**src/rtl/sram_access_master_pkg.sv**
```systemverilog
`default_nettype none
// ---------------------------------------------------------------------------
// sram_access_master_pkg : access-size and controller state encodings. Rev 1.0
// ---------------------------------------------------------------------------
package sram_access_master_pkg;

  localparam logic [1:0] SIZE_BYTE = 2'd0;
  localparam logic [1:0] SIZE_HALF = 2'd1;
  localparam logic [1:0] SIZE_WORD = 2'd2;

  typedef enum logic [0:0] {
    ST_CLEAR = 1'b0,
    ST_RUN   = 1'b1
  } state_t;

  // A request is legal when its size is defined and it is naturally aligned.
  function automatic logic access_legal(input logic [1:0] size, input logic [1:0] off);
    case (size)
      SIZE_BYTE: access_legal = 1'b1;
      SIZE_HALF: access_legal = ~off[0];
      SIZE_WORD: access_legal = (off == 2'b00);
      default:   access_legal = 1'b0;
    endcase
  endfunction

endpackage
`default_nettype wire

```
**src/rtl/sram_access_master_load_data_align.sv**
```systemverilog
`default_nettype none
// ---------------------------------------------------------------------------
// load_data_align : right-aligns RAM read data and zero/sign-extends it. Rev 1.0
// ---------------------------------------------------------------------------
module load_data_align
  import sram_access_master_pkg::*;
(
  input  logic [31:0] i_dout,
  input  logic [1:0]  i_offset,
  input  logic [1:0]  i_size,
  input  logic        i_unsigned,
  output logic [31:0] o_data
);

  logic [31:0] w_shift;
  logic        w_sign_b;
  logic        w_sign_h;

  assign w_shift  = i_dout >> {i_offset, 3'b000};
  assign w_sign_b = ~i_unsigned & w_shift[7];
  assign w_sign_h = ~i_unsigned & w_shift[15];

  always_comb begin
    o_data = w_shift;
    case (i_size)
      SIZE_BYTE: o_data = {{24{w_sign_b}}, w_shift[7:0]};
      SIZE_HALF: o_data = {{16{w_sign_h}}, w_shift[15:0]};
      default:   o_data = w_shift;
    endcase
  end

endmodule
`default_nettype wire

```
**src/rtl/sram_access_master.sv**
```systemverilog
`default_nettype none
// ---------------------------------------------------------------------------
// sram_access_master : load/store front end for a 1-cycle-latency SRAM.
// Define SRAM_CLEAR_EN to zero the whole RAM after reset. Rev 1.0
// ---------------------------------------------------------------------------
module sram_access_master
  import sram_access_master_pkg::*;
#(
  parameter int ADDR_WIDTH = 14,
  parameter int DATA_WIDTH = 32
) (
  input  logic                    clk,
  input  logic                    reset_n,
  input  logic                    req_valid,
  output logic                    req_ready,
  input  logic                    req_we,
  input  logic [ADDR_WIDTH+1:0]   req_addr,
  input  logic [1:0]              req_size,
  input  logic                    req_unsigned,
  input  logic [DATA_WIDTH-1:0]   req_wdata,
  output logic                    rsp_valid,
  output logic [DATA_WIDTH-1:0]   rsp_rdata,
  output logic                    misaligned,
  output logic [ADDR_WIDTH-1:0]   ram_addr,
  output logic [DATA_WIDTH-1:0]   ram_din,
  output logic [3:0]              ram_write_en,
  input  logic [DATA_WIDTH-1:0]   ram_dout,
  output logic                    init_done
);

  logic        w_run;
  logic        w_accept;
  logic        w_legal;
  logic [1:0]  w_off;
  logic [3:0]  w_mask;
  logic [31:0] w_wdata;
  logic [31:0] w_aligned;

  logic        r_rsp_valid;
  logic        r_misaligned;
  logic [1:0]  r_ld_off;
  logic [1:0]  r_ld_size;
  logic        r_ld_unsigned;

`ifdef SRAM_CLEAR_EN
  state_t                r_state;
  logic [ADDR_WIDTH-1:0] r_clr_cnt;
  logic                  r_init_done;

  always_ff @(posedge clk or negedge reset_n) begin
    if (!reset_n) begin
      r_state     <= ST_CLEAR;
      r_clr_cnt   <= '0;
      r_init_done <= 1'b0;
    end else if (r_state == ST_CLEAR) begin
      if (r_clr_cnt == {ADDR_WIDTH{1'b1}}) begin
        r_state     <= ST_RUN;
        r_init_done <= 1'b1;
      end else begin
        r_clr_cnt <= r_clr_cnt + 1'b1;
      end
    end
  end

  assign w_run     = (r_state == ST_RUN);
  assign init_done = r_init_done;
`else
  assign w_run     = 1'b1;
  assign init_done = 1'b1;
`endif

  assign req_ready = w_run;
  assign w_accept  = req_valid & w_run;
  assign w_off     = req_addr[1:0];
  assign w_legal   = access_legal(req_size, w_off);

  always_comb begin
    case (req_size)
      SIZE_BYTE: begin
        w_mask  = 4'b0001 << w_off;
        w_wdata = {4{req_wdata[7:0]}};
      end
      SIZE_HALF: begin
        w_mask  = 4'b0011 << w_off;
        w_wdata = {2{req_wdata[15:0]}};
      end
      default: begin
        w_mask  = 4'b1111;
        w_wdata = req_wdata;
      end
    endcase
  end

  always_comb begin
    ram_addr     = req_addr[ADDR_WIDTH+1:2];
    ram_din      = w_wdata;
    ram_write_en = (w_accept & req_we & w_legal) ? w_mask : 4'b0000;
`ifdef SRAM_CLEAR_EN
    if (!w_run) begin
      ram_addr     = r_clr_cnt;
      ram_din      = '0;
      ram_write_en = 4'b1111;
    end
`endif
  end

  // Metadata is captured every cycle so it only ever describes the previous request.
  always_ff @(posedge clk or negedge reset_n) begin
    if (!reset_n) begin
      r_rsp_valid   <= 1'b0;
      r_misaligned  <= 1'b0;
      r_ld_off      <= 2'b00;
      r_ld_size     <= 2'b00;
      r_ld_unsigned <= 1'b0;
    end else begin
      r_rsp_valid   <= w_accept & ~req_we & w_legal;
      r_misaligned  <= w_accept & ~w_legal;
      r_ld_off      <= w_off;
      r_ld_size     <= req_size;
      r_ld_unsigned <= req_unsigned;
    end
  end

  load_data_align u_align (
    .i_dout     (ram_dout),
    .i_offset   (r_ld_off),
    .i_size     (r_ld_size),
    .i_unsigned (r_ld_unsigned),
    .o_data     (w_aligned)
  );

  assign rsp_valid  = r_rsp_valid;
  assign rsp_rdata  = r_rsp_valid ? w_aligned : '0;
  assign misaligned = r_misaligned;

endmodule
`default_nettype wire
```
**config.mk**
```make
export PLATFORM = sky130hd
export DESIGN_NAME = sram_access_master
export DESIGN_NICKNAME = d
export VERILOG_FILES = /design/src/rtl/sram_access_master_pkg.sv /design/src/rtl/sram_access_master_load_data_align.sv /design/src/rtl/sram_access_master.sv
export SDC_FILE = /design/constraint.sdc
export NUM_CORES = 1
export LEC_CHECK = 0
export CORE_MARGIN = 3
export CORE_UTILIZATION = 31
export DETAILED_ROUTE_END_ITERATION = 8
export PLACE_DENSITY = 0.95
export SLEW_MARGIN = 0
export SYNTH_ARGS = -nofsm -noshare
export SYNTH_HDL_FRONTEND = slang
export SYNTH_SLANG_ARGS = --single-unit
```
**constraint.sdc**
```tcl
create_clock -name clk -period 3 [get_ports clk]
set_input_delay 0.6 -clock clk [delete_from_list [all_inputs] [get_ports clk]]
set_output_delay 0.6 -clock clk [all_outputs]
set_load 0.03 [all_outputs]
```
* Word-level counts from Yosys, hierarchy flattened
Index checks and enable logic that the tools add are counted.
** Cells by class
- Bitwise gates (word level) :: 11
- Reduce and logical (&&, ||, !) cells :: 3
- Multiplexer cells :: 6
- Shifts and indexed selects :: 3
- Equality and inequality tests :: 3
** Operator list (number)
- one-hot mux 32 bit (2 select lines) :: 2
- two-way mux 32 bit :: 1
- right shift 32 x 5 -> 32 bit :: 1
- one-hot mux 4 bit (2 select lines) :: 1
- bitwise AND 1 bit :: 7
- logical NOT 2 bit :: 3
- == test 2 x 1 -> 1 bit (second input constant) :: 2
- two-way mux 4 bit :: 1
- NOT 1 bit :: 4
- << shifter 1 x 2 -> 4 bit (first input constant) :: 1
- << shifter 2 x 2 -> 4 bit (first input constant) :: 1
- one-hot mux 1 bit (3 select lines) :: 1
- == test 2 bit (second input constant) :: 1
** Word-level totals
- Logic and storage cells :: 31
- Register bits :: 7
- Output and inout bits :: 86

* Depth between registers and ports, before layout
- Depth after elaboration :: 4
- Gate-level depth with buffers :: 7
- Gate-level depth less buffers :: 4

* Cells and area by module
Synthesis repeated with hierarchy kept, for this count alone.
** Unflattened totals
- Cell total of the unflattened synthesis :: 236
- Area, all modules :: 1833.0 um^2
** By module, submodules not included
- sram_access_master :: area each 1064.8 um^2, cells an instance 133, sequential area each 175.2 um^2, times used 1
- load_data_align :: area each 768.2 um^2, cells an instance 103, sequential area each 0.0 um^2, times used 1

* Least setup slack after synthesis
Ideal clock, no wire load.
- Kind :: input to output
- Start :: in req_size[0]
- End :: out ram_write_en[0]
- Stages :: 2
- Path buffers :: 1
- Required time :: 2.400 ns
- Setup slack :: 0.066 ns
- Arrival time :: 2.334 ns
- Cells stage by stage :: buf_2 -> a2111oi_0
** On the way
- Longest elaborated chain between the ends :: 4
- Elaborated cells between the ends (all ways) :: 7
- Those cells by class :: eq/ne (2); mux (3); bitwise (1); reduce/logical (1)
** Ends and longest elaborated chain
- start: declaration :: line sram_access_master.sv:18 : input logic [1:0] req_size,
- == test 2 bit, or another cell as far along :: line sram_access_master_pkg.sv:18 : case (size)
- one-hot mux 1 bit (3 select lines) :: line sram_access_master_pkg.sv:18
- bitwise AND 1 bit :: line sram_access_master.sv:97 : ram_write_en = (w_accept & req_we & w_legal) ? w_mask : 4'b0000;
- two-way mux 4 bit (*) :: line sram_access_master.sv:97
- end: declaration :: line sram_access_master.sv:26 : output logic [3:0] ram_write_en,
Mark *: on every way between the ends. The rest lies on a longest branch, timed or not.

* Worst setup path after layout
- Start :: in req_size[1]
- End :: out ram_din[17]
** On the way
- Longest elaborated chain between the ends :: 2
- Elaborated cells between the ends (all ways) :: 3
- Those cells by class :: eq/ne (1); mux (1); reduce/logical (1)
** Ends and longest elaborated chain
- == test 2 x 1 -> 1 bit or logical NOT 2 bit (tied branches) :: line sram_access_master.sv:78 : case (req_size)
- one-hot mux 32 bit (2 select lines) (*) :: line sram_access_master.sv:78
- end: declaration :: line sram_access_master.sv:25 : output logic [DATA_WIDTH-1:0] ram_din,
Marked as above.

==> summary.md <==
| Metric | Value |
|---|---|
| Antenna cells | `0` |
| Setup TNS | `0 ns` |
| Via count | `2043` |
| Mean Syn Cell Area | `7.273 µm²` |
| Dpl cell area | `2855 µm²` |
| TritonCTS clock tree | `done` |
| CP Capture Type | `output port` |
| WP data arrival | `2.35 ns` |
| Comb pwr share | `64.8%` |
| Num rows | `25` |
| Int Pwr | `0.4132 mW` |
| Antenna violations before repair | `0` |
| Share of cells above drive strength 1 | `25.15%` |
| Adder-Cell Fraction of Synth Area | `0%` |
| Vias in the first global route | `2134` |
| GRT Total Usage | `21.62%` |
| Yosys Warn Count | `0` |
| F_max | `339.0 MHz` |
| Final worst setup slack | `0.05038 ns` |
| Fin area | `2902 µm²` |
| Reg clk slew, reported paths | `0.04 ns` |
| Sequential share of the synthesized area | `11.00%` |
| Period minus WS final | `2.950 ns` |
| Clk buf depth | `2` |
| Status | `completed` |
| Reg power frac | `16.0%` |
| Post-synthesis mux area share | `29.93%` |
| GRT overflow | `0` |
| Hold-fix buffers, CTS | `0` |
| Max Slew Vio Count | `0` |
| Crit Path Class | `in -> out` |
| Clock Sink Count | `7` |
| Most frequent cells in the layout | `clkdlybuf4s50_1 (103), buf_4 (49), nand2_1 (42), mux2_2 (25)` |
| Post-Synth Simple-Gate Area | `23.41%` |
| First-pass GRT wire length | `10510 µm` |
| Die footprint | `6034 µm²` |
| Final nets | `426` |
| Post-CTS Setup Repair Bufs | `0` |
| Clock Root Buffer | `clkbuf_8` |
| Area Overhead vs Synth | `82.17%` |
| Die H | `77.68 µm` |
| Largest net degree at the start of global routing | `27` |
| I/O Buffers | `142` |
| Die width | `77.68 µm` |
| Total CTS buffers | `3` |
| Number of H-tree levels | `1` |
| DRT antenna net count | `0` |
| Residual DRC | `0` |
| Mapped Cells | `219` |
| Core ar. | `4848 µm²` |
| PD cells | `235.1 nW/µm²` |
| 1st-iter DRT viols | `51` |
| Clk pwr share | `19.1%` |
| Syn Std Cell Area | `1593 µm²` |
| Flops & latches, synth | `7` |
| Max VDD drop | `165.8 µV` |
| PnR Total Power | `0.6822 mW` |
| Unique masters post-synth | `31` |
| Starting density of the core | `32.85%` |
| WL/cell | `16.83 µm` |
| Drt first pass iters | `4` |
| Worst Path Required | `2.40 ns` |
| GPL Wtd Cong | `0.9185` |
| Pre-CTS WS | `0.05320 ns` |
| Sw frac | `39.43%` |
| Final wirelength | `6818 µm` |
| Final period util | `98.32%` |
| Number of max-cap violations | `0` |
| Vias/cell | `5.044` |
| Hold Vio Cnt, Final | `0` |
| Post-DP HPWL | `5686 µm` |
| Hold Path Class | `in -> async` |
| P_sw | `0.2690 mW` |
| Final setup vio count | `0` |
| Synth Area in XOR/XNOR | `0.5499%` |
| Post-CTS Resized | `0` |
| Compound-gate portion of the synthesized area | `18.07%` |
| WHS | `0.6291 ns` |
| Pleak | `1.310 nW` |
| Crit Path Max Fanout | `17` |
| I/O pin cnt | `173` |
| Startpoint Class | `input pin` |
| RSZ-0062 raised after global routing | `false` |
| Commonest non-fill, non-tap cell in the layout | `clkdlybuf4s50_1` |
| Largest family of logic cells by synthesized area | `multiplexers` |
[power groups by stage]
| stage | registers, mW | clock network (mW) | logic, mW |
|---|---|---|---|
| CTS | 0.109 | 0.134 | 0.443 |
| global route | 0.111 | 0.136 | 0.468 |
| global placement | 0.110 | 0 | 0.437 |
| detailed placement | 0.110 | 0 | 0.441 |
| floorplan | 0.108 | 0 | 0.264 |
| finish | 0.109 | 0.130 | 0.442 |
[synthesized netlist by cell type, drive strengths merged]
library cell	n	area [µm²]
and3b	1	8.760
nor2	7	28.78
conb	1	3.750
xor2	1	8.760
nor3	4	20.02
and2b	1	7.510
a2111oi	1	8.760
and3	7	43.79
nor2b	11	68.82
inv	1	3.750
nand3	1	5.000
a21oi	11	55.05
a211oi	14	105.1
and2	1	6.260
nand2b	1	6.260
nand4	1	12.51
nand2	42	157.7
dfrtp	7	175.2
o21ai	20	111.4
mux2i	18	180.2
a22oi	1	7.510
buf	36	249.0
mux2	26	296.5
clkbuf	4	15.01
nor3b	1	7.510
[state kept, by name, indices dropped and copies added, names as in the netlist]
name / count
misaligned: 1
r_ld_off: 2
r_ld_size: 2
r_ld_unsigned: 1
rsp_valid: 1
[metal layers]
layer | up-vias | track usage [%] | share of wire, %
li1 | 984 | - | -
met1 | 926 | 21.84 | 36
met5 | - | 0 | 0
met4 | 0 | 7.473 | 2.2
met2 | 113 | 41.27 | 52
met3 | 20 | 6.613 | 9.6
[critical path, cell delays in order]
cell and delay, ns:
clkdlybuf4s50_1 0.54, buf_4 0.24, mux2_2 0.37, clkdlybuf4s50_1 0.60
[through the flow]
| stage | util [%] | instances |
|---|---|---|
| 3_5_place_dp | 58.89 | 401 |
| 4_1_cts | 59.82 | 405 |
| 5_1_grt | 59.85 | 405 |
| 3_3_place_gp | 58.89 | 401 |
| 2_1_floorplan | - | 220 |
| 6_report | 59.85 | 405 |
[cells by family (layout without fill, tap and decap cells)]
family | after synthesis | in the layout
mux | 44 | 44
simple gates | 78 | 78
other cells | 1 | 2
flops | 7 | 7
xor+xnor | 1 | 1
compound gates | 47 | 47
buf+inv | 41 | 159
[path summary, 6_finish.rpt]
path                       cells past startpoint  slack (ns)          from                 endpoint
setup / recovery                               4        0.05   req_size[1]              ram_din[17]
min in group clk                               1        0.83  req_unsigned  r_ld_unsigned$_DFF_PN0_
hold / removal                                 1        0.63       reset_n     misaligned$_DFF_PN0_
max in group asynchronous                      1        2.12       reset_n    r_ld_off[0]$_DFF_PN0_
[area by class of cell]
class,instances,area [µm²]
multi-input combinational,172,1154
tap,67,83.83
clock buffer,4,45.04
inverter,1,3.754
fill,423,1947
sequential,7,176.4
timing repair buffer,154,1439
No activity file was read; power rests on OpenSTA's default activity.
